--- config.mk ---
export PLATFORM = sky130hd
export DESIGN_NAME = aes_key_arbiter
export DESIGN_NICKNAME = d
export VERILOG_FILES = /design/src/rtl/aes_key_arbiter.sv
export SDC_FILE = /design/constraint.sdc
export NUM_CORES = 1
export LEC_CHECK = 0
export ABC_AREA = 1
export CORE_AREA = 5 5 304 306
export DETAILED_ROUTE_END_ITERATION = 7
export DIE_AREA = 0 0 309 311
export HOLD_SLACK_MARGIN = 0.05
export PLACE_DENSITY = 0.47
export SETUP_SLACK_MARGIN = 0.4
export SLEW_MARGIN = 20
export SYNTH_ARGS = -nofsm -noshare
export SYNTH_HDL_FRONTEND = slang
export SYNTH_SLANG_ARGS = --single-unit
--- constraint.sdc ---
create_clock -name clk -period 2.7 [get_ports clk]
set_input_delay 0.54 -clock clk [delete_from_list [all_inputs] [get_ports clk]]
set_output_delay 0.54 -clock clk [all_outputs]
set_load 0.02 [all_outputs]
--- src/rtl/aes_key_arbiter.sv ---
// Round-robin arbiter giving two requesters access to one AES key-expansion engine.
// A single cached key/owner pair lets a repeated key finish without re-expansion.
module aes_key_arbiter #(
  parameter int KEY_WIDTH = 256,
  parameter int TIMEOUT   = 127
) (
  input  logic                 clk,
  input  logic                 resetn,
  input  logic [1:0]           req_i,
  input  logic [KEY_WIDTH-1:0] key0_i,
  input  logic [KEY_WIDTH-1:0] key1_i,
  input  logic                 flush_i,
  output logic [1:0]           done_o,
  output logic [1:0]           err_o,
  output logic                 busy_o,
  output logic                 owner_o,
  output logic                 owner_valid_o,
  output logic [KEY_WIDTH-1:0] exp_key_o,
  output logic                 exp_key_valid_o,
  input  logic                 exp_keys_valid_i
);

  localparam int CW = (TIMEOUT < 4) ? 2 : $clog2(TIMEOUT + 1);
  localparam logic [CW-1:0] CNT_MAX  = CW'(TIMEOUT);
  localparam logic [CW-1:0] CNT_MASK = CW'(2);

  typedef enum logic [1:0] {S_IDLE = 2'd0, S_WAIT = 2'd1, S_DONE = 2'd2} state_t;

  state_t               r_state, w_state_next;
  logic [1:0]           r_done, w_done_next;
  logic [1:0]           r_err, w_err_next;
  logic                 r_busy, w_busy_next;
  logic                 r_owner, w_owner_next;
  logic                 r_owner_valid, w_owner_valid_next;
  logic [KEY_WIDTH-1:0] r_exp_key, w_exp_key_next;
  logic                 r_exp_key_valid, w_exp_key_valid_next;
  logic [CW-1:0]        r_cnt, w_cnt_next;
  logic                 r_last_grant, w_last_grant_next;
  logic                 r_grant, w_grant_next;
  logic                 r_success, w_success_next;

  logic                 w_req_any, w_pick, w_hit, w_accept, w_timeout;
  logic [KEY_WIDTH-1:0] w_pick_key;

  assign w_req_any  = |req_i;
  assign w_pick     = (req_i == 2'b11) ? ~r_last_grant : req_i[1];
  assign w_pick_key = w_pick ? key1_i : key0_i;
  // r_exp_key doubles as the cache: it always holds the last key sent for expansion
  assign w_hit      = r_owner_valid && (w_pick_key == r_exp_key);
  // The engine's valid level is stale for the first two WAIT cycles after a new start
  assign w_accept   = exp_keys_valid_i && (r_cnt >= CNT_MASK);
  assign w_timeout  = (r_cnt == CNT_MAX);

  always_ff @(posedge clk or negedge resetn) begin
    if (!resetn) begin
      r_state         <= S_IDLE;
      r_done          <= 2'b00;
      r_err           <= 2'b00;
      r_busy          <= 1'b0;
      r_owner         <= 1'b0;
      r_owner_valid   <= 1'b0;
      r_exp_key       <= '0;
      r_exp_key_valid <= 1'b0;
      r_cnt           <= '0;
      r_last_grant    <= 1'b1;
      r_grant         <= 1'b0;
      r_success       <= 1'b0;
    end else begin
      r_state         <= w_state_next;
      r_done          <= w_done_next;
      r_err           <= w_err_next;
      r_busy          <= w_busy_next;
      r_owner         <= w_owner_next;
      r_owner_valid   <= w_owner_valid_next;
      r_exp_key       <= w_exp_key_next;
      r_exp_key_valid <= w_exp_key_valid_next;
      r_cnt           <= w_cnt_next;
      r_last_grant    <= w_last_grant_next;
      r_grant         <= w_grant_next;
      r_success       <= w_success_next;
    end
  end

  always_comb begin
    w_state_next = r_state;
    case (r_state)
      S_IDLE:  if (w_req_any) w_state_next = w_hit ? S_DONE : S_WAIT;
      S_WAIT:  if (w_accept || w_timeout) w_state_next = S_DONE;
      S_DONE:  w_state_next = S_IDLE;
      default: w_state_next = S_IDLE;
    endcase
  end

  always_comb begin
    w_done_next          = 2'b00;
    w_err_next           = 2'b00;
    w_owner_next         = r_owner;
    w_owner_valid_next   = r_owner_valid;
    w_exp_key_next       = r_exp_key;
    w_exp_key_valid_next = r_exp_key_valid;
    w_cnt_next           = r_cnt;
    w_last_grant_next    = r_last_grant;
    w_grant_next         = r_grant;
    w_success_next       = r_success;
    case (r_state)
      S_IDLE: begin
        if (w_req_any) begin
          w_grant_next = w_pick;
          if (w_hit) begin
            w_owner_next   = w_pick;
            w_success_next = 1'b1;
          end else begin
            w_exp_key_next       = w_pick_key;
            w_exp_key_valid_next = 1'b1;
            w_owner_valid_next   = 1'b0;
            w_cnt_next           = '0;
            w_success_next       = 1'b0;
          end
        end
      end
      S_WAIT: begin
        w_cnt_next = w_timeout ? r_cnt : r_cnt + 1'b1;
        // Acceptance is tested first so it wins over a simultaneous timeout
        if (w_accept) begin
          w_owner_next         = r_grant;
          w_owner_valid_next   = 1'b1;
          w_exp_key_valid_next = 1'b0;
          w_success_next       = 1'b1;
        end else if (w_timeout) begin
          w_exp_key_valid_next = 1'b0;
          w_success_next       = 1'b0;
        end
      end
      S_DONE: begin
        w_done_next          = {r_grant, ~r_grant} & {2{r_success}};
        w_err_next           = {r_grant, ~r_grant} & {2{~r_success}};
        w_last_grant_next    = r_grant;
        w_exp_key_valid_next = 1'b0;
      end
      default: ;
    endcase
    if (flush_i) w_owner_valid_next = 1'b0;
  end

  assign w_busy_next = (w_state_next != S_IDLE);

  assign done_o          = r_done;
  assign err_o           = r_err;
  assign busy_o          = r_busy;
  assign owner_o         = r_owner;
  assign owner_valid_o   = r_owner_valid;
  assign exp_key_o       = r_exp_key;
  assign exp_key_valid_o = r_exp_key_valid;

endmodule

# Word level (Yosys, flattened, before mapping)
# Cells that the tools add are included.
# word_totals
ff_bits	276
inputBits	518
wordCells	80
# op_classes
addsub	1
n_lt_le_gt_ge	1
n_eq_ne	14
n_mux	30
bitwise	6
reduce_logical	16
# op_table
cell	n
$eq A256 B256 Y1	1
$mux W256	1
$mux W7	3
$reduce_and A4 Y1	4
$mux W1	15
$pmux W7 S2	1
$ne A3 B3 Y1 const B	4
$mux W2	5
$ne A2 B2 Y1 const B	5
$add A7 B1 Y7 const B	1
$eq A7 B7 Y1 const B	1
$ge A7 B2 Y1 const B	1
$pmux W1 S2	3
$reduce_and A3 Y1	2
$reduce_bool A3 Y1	2
$and A2 B2 Y2	2
$eq A2 B2 Y1 const B	2
$not A1 Y1	4
$pmux W2 S2	1
$reduce_bool A2 Y1	2
$pmux W1 S3	1
$eq A2 B1 Y1 const B	1
$logic_and A1 B1 Y1	2
$logic_not A2 Y1	1
3 further kinds	3

# Logic depth before layout (Yosys ltp)
# depth
word_depth	9
mapped_depth	22
mapped_depth_nobuf	19

# Least setup slack after synthesis
# No wires, ideal clock.
# synth_path
kind	input -> register
from	input req_i[0]
to	register r_exp_key[7], in the netlist exp_key_o[7]
arrival_time_ns	2.554
required_time_ns	2.570
path_slack_ns	0.016
cell_stages	19
cell_sequence	nand2_1 > buf_2 > buf_2 > buf_2 > nand3_1 > nand3_1 > nand2_1 > nor2_1 > nand2_1 > nor2_1 > nand2_1 > nor2_1 > nand3_1 > nor2_2 > nand2_2 > nand3_4 > buf_2 > buf_2 > o21ai_1
# synth_via
elab_chain_cells	7
# synth_lines
element	line	source
start, declared	9	input logic [1:0] req_i,
$eq A2 B2 Y1	46	assign w_pick = (req_i == 2'b11) ? ~r_last_grant : req_i[1];
$mux W1	46	
$mux W256	47	assign w_pick_key = w_pick ? key1_i : key0_i;
$eq A256 B256 Y1	49	assign w_hit = r_owner_valid && (w_pick_key == r_exp_key);
$logic_and A1 B1 Y1	49	
$not A1 Y1 (no source line)	n/a	
$reduce_and A3 Y1 (no source line)	n/a	
end signal, assigned	75	r_exp_key <= w_exp_key_next;
end, declared	35	logic [KEY_WIDTH-1:0] r_exp_key, w_exp_key_next;
# Parallel ways exist; a longest one is shown, timed or not.
# A chain may end at the register's enable or synchronous reset.

# Worst setup path in the final report
# layout_path
from	register r_last_grant
to	register r_exp_key[117], in the netlist exp_key_o[117]
# layout_via
elab_chain_cells	7
# layout_lines
element	line	source
start, declared	38	logic r_last_grant, w_last_grant_next;
start signal, assigned	78	r_last_grant <= w_last_grant_next;
$not A1 Y1 (*)	46	
$mux W1 (*)	46	
$mux W256 (*)	47	
$eq A256 B256 Y1	49	
$logic_and A1 B1 Y1	49	
$not A1 Y1 (no source line)	n/a	
$reduce_and A3 Y1 (no source line)	n/a	
# Every way passes the cells marked *; elsewhere a longest branch is shown, timed or not.

==> metrics.md <==
| Metric | Value |
|---|---|
| Clk buf depth | 3 |
| Failing checks | negative setup slack |
| Initial antenna violation count | 22 |
| Routability cong. | ~0.85 |
| Critical path arrival | 3870 ps |
| Initial DRC count | 1,169 |
| Dpl cell area | 0.0319 mm² |
| Initial core utilization | around 22% |
| GRT Overall Usage | between 20% and 30% |
| Net Sw Power | 15,600 µW |
| R2R cell count | 24 |
| Hold path startpoint | r_success |
| 1st-pass router iterations | 5 |
| Worst R2R Setup Slack | -750 ps |
| Nets@finish | 4,807 |
| Clk root buf | clkbuf_16 |
| FF-to-FF Start | r_last_grant |
| Pint | 19,200 µW |
| Max layer used | met5 |
| Mean Syn Cell Area | 6.31 µm² |
| Gate power share | approximately three fifths |
| DRC | 0 |
| Largest net degree at the start of global routing | 51 |
| Post-route cell area | 0.0352 mm² |
| Core Region | 0.0893 mm² |
| Slew margin rel. | 44.5% |
| Row Count | 110 |
| Flop pwr share | approximately a quarter |
| Post-route ant nets | 0 |
| Crit-path slowest cell | dfstp_2 |
| HP Class | reg -> reg |
| Slew @ Worst Pin | 833 ps |
| Clock power share | 15.0% |
| Most common cell after layout, fill and taps aside | nand2_1 |
| Synthesis Warnings | 0 |
| Critical Path Start | r_last_grant |
| # setup viols final | 270 |
| Cell taking the most area after synthesis | dfrtp_1 |
| Tmin final | 3450 ps |
| CTS tree | done |
| Crit path largest cell delay | 580 ps |
| Startpoint Class | flop |
| Switching Share | 44.8% |
| DP Wirelength | 81,800 µm |
| Post-synthesis sequential area ratio | 34.5% |
| Cells after Synth | 3,178 |
| Share of cells above drive strength 1 | 15.3% |
| Clk pin slew, worst setup/hold paths | 60 ps |
| First-pass GRT wire length | 150,000 µm |
| M1 WL | between 40,000 and 50,000 µm |
| Max-slew violation count | 0 |
| Setup ws final | -746 ps |
| Cell Area, Synth | 0.0200 mm² |
| R2R Path End | exp_key_o[117] |
| Leakage power | roughly 0.018 µW |
| H-Tree Level Count | 2 |
| Post-DR wirelength/cell | 19.1 µm |
| Critical path class | reg -> reg |
| Via count | 23,878 |
| DR WL met3 | 7100 µm |
| Die area | about 0.096 mm² |
| Fmax | 290 MHz |
| Layout area overhead | 75.5% |
| Hold Path Sink | err_o[1] |
| Crit-path leading delay family | buffers and inverters |
| Placed insts | 5,349 |
| Number of CTS-inserted buffers | 40 |
| Power per Cell Area | ~1000 mW/mm² |
| Crit path capture type | flop |
| Worst Path Buf+Inv | 9 |
| Status | complete, but fails checks |
| Final Hold Vio Count | 0 |
| Clock latency on the worst-skew pair | 560 ps |
| Top post-synthesis cells by area | dfrtp_1 34%, nand2_1 25%, nand3b_1 12% |
| GRT Residual Overflow | 0 |
| I/O pin total | 782 |
| Final cell count without fillers | about 5,500 |
| Max VDD drop | 388 µV |
| Die Ht | 311 µm |
| PortBufs | roughly 780 |
| Vias per cell | 4.34 |
| WP data required | between 3000 and 4000 ps |
| Die Wd | 309 µm |
| FILL cells | around 9,400 |
| Cell mode on critical path | nand2_2 |
| Synth unique cells | 31 |
| Cell Chain, Critical Path | nand2_8 > nand2_8 > buf_16 > buf_16 > buf_6 > buf_6 > nand2_1 > nand3_1 > nand2_2 > nor2_4 > nand2_2 > nor2_2 > nand2_2 > nor2_1 > buf_4 > nand3_2 > buf_6 > nor2_4 > nand2_2 > nand3_4 > buf_12 > buf_16 > clkbuf_16 > o21ai_1 |
| WHS Path Cells | 1 |
| Maximum fanout along the worst path | 15 |
| Vias in the first global route | 23,396 |
| Clock Skew | approximately 23 ps |
| Routed WL | 105,000 µm |
| MaxCap Viol Count | 0 |
| Clock sink count | 276 |
| Tcrit/Tclk final | 128% |
| Most frequent cells in the layout | 1,248 x nand2_1, 767 x clkdlybuf4s50_1, 413 x inv_1, 317 x buf_4, 313 x nand3b_1 |
| RSZ-0062 raised after global routing | true |
| Synth top area share | 34.3% |
| Metal2 WL | 51,700 µm |
| Flops & latches, synth | 276 |
| Net Count, Synth | 3,702 |
[worst reg2reg max path: stages, from the launching register on]
cell and delay (ps):
dfstp_2 580, nand2_8 90, nand2_8 110, buf_16 150, buf_16 160, buf_6 120, buf_6 110, nand2_1 60
nand3_1 90, nand2_2 70, nor2_4 130, nand2_2 60, nor2_2 110, nand2_2 70, nor2_1 100, buf_4 160
nand3_2 90, buf_6 120, nor2_4 110, nand2_2 80, nand3_4 100, buf_12 180, buf_16 180, clkbuf_16 210
o21ai_1 70
[cell type report]
cell class	instances	area (µm²)	area share (%)
inverters	416	1570	4.46
diodes	12	30.0	0.0854
repair buffers	1208	12500	35.5
clock buffers	60	1200	3.40
clock inverters	10	63.8	0.181
well taps	1176	1470	4.18
flip-flops and latches	276	6910	19.6
multi-input cells	2341	11500	32.6
[state kept, by name (all words and copies together), names as in the netlist]
signal / count
err_o: 2
exp_key_o: 256
owner_valid_o: 1
done_o: 2
r_state: 2
exp_key_valid_o: 1
owner_o: 1
r_cnt: 7
r_grant: 1
r_last_grant: 1
busy_o: 1
r_success: 1
[worst max-delay path by stage]
stage | end | cells after the start | slack (ps)
2_1_floorplan | exp_key_o[29] | 22 | 120
3_3_place_gp | exp_key_o[24] | 21 | -1650
3_5_place_dp | exp_key_o[177] | 21 | -1690
4_1_cts | exp_key_o[117] | 25 | -760
5_1_grt | exp_key_o[86] | 25 | -960
6_report | exp_key_o[117] | 24 | -750
[cells in the mapped netlist]
cell,number
a21o_1,1
a21oi_1,5
a22oi_1,1
a31oi_1,1
and2_1,1
buf_1,14
buf_2,77
buf_4,31
buf_6,1
clkbuf_1,23
dfrtp_1,275
dfstp_2,1
ha_1,6
inv_1,414
inv_2,2
nand2_1,1332
nand2_2,1
nand3_1,130
nand3_4,1
nand3b_1,313
nand4_1,13
nor2_1,163
nor2_2,2
nor3_1,1
o211ai_1,16
o21ai_0,36
o21ai_1,296
o22ai_1,2
or2_2,6
xnor2_1,6
xor2_1,7
[power groups by stage]
stage / Combinational [µW] / Sequential, µW / Clock, µW
after floorplan: 7790 / 10200 / 0
after global placement: 18900 / 8390 / 0
after detailed placement: 19000 / 8380 / 0
after CTS: 20200 / 8390 / 5390
after global routing: 22900 / 8790 / 5530
final: 21100 / 8470 / 5200
[what timing repair did]
item | CTS | global route
setup buffers | 33 | 9
endpoints found under the setup margin | 281 | 281
gates resized for setup | 119 | 134
cloned | 12 | 13
hold buffers | 1 | 0
pin swaps | 27 | 22
hold endpoints to repair | 40 | 0
[layer usage]
layer	vias to the layer above	global-route usage (%)
met5	-	0
met4	16	5.75
met3	131	5.50
met2	651	36.2
met1	10883	24.2
li1	12197	-
[metrics by stage]
| step | util, % | total power, µW | hold slack [ps] | setup WS (ps) | setup TNS, ps |
|---|---|---|---|---|---|
| finish | 39.4 | 34800 | 470 | -746 | -176370 |
| global route | 39.4 | 37200 | 500 | -963 | -240110 |
| CTS | 38.4 | 34000 | 470 | -764 | -186140 |
| detailed placement | 35.7 | 27400 | 461 | -1690 | -439140 |
| global placement | 35.7 | 27300 | 452 | -1650 | -432950 |
| floorplan | - | 18000 | 244 | 125 | 0 |
[cells by family (layout without fill, tap and decap cells)]
family / count (synthesis) / count (layout) / synth area share [%]
flip-flops: 276 / 276 / 34.5
AO/OA/AOI/OAI: 358 / 358 / 9.18
buffers and inverters: 562 / 1694 / 11.6
other: 0 / 12 / 0
XOR/XNOR: 13 / 13 / 0.568
AND/OR/NAND/NOR: 1963 / 1964 / 43.8
adder cells (fa/ha/maj): 6 / 6 / 0.374
(Power assumes the default switching activity.)
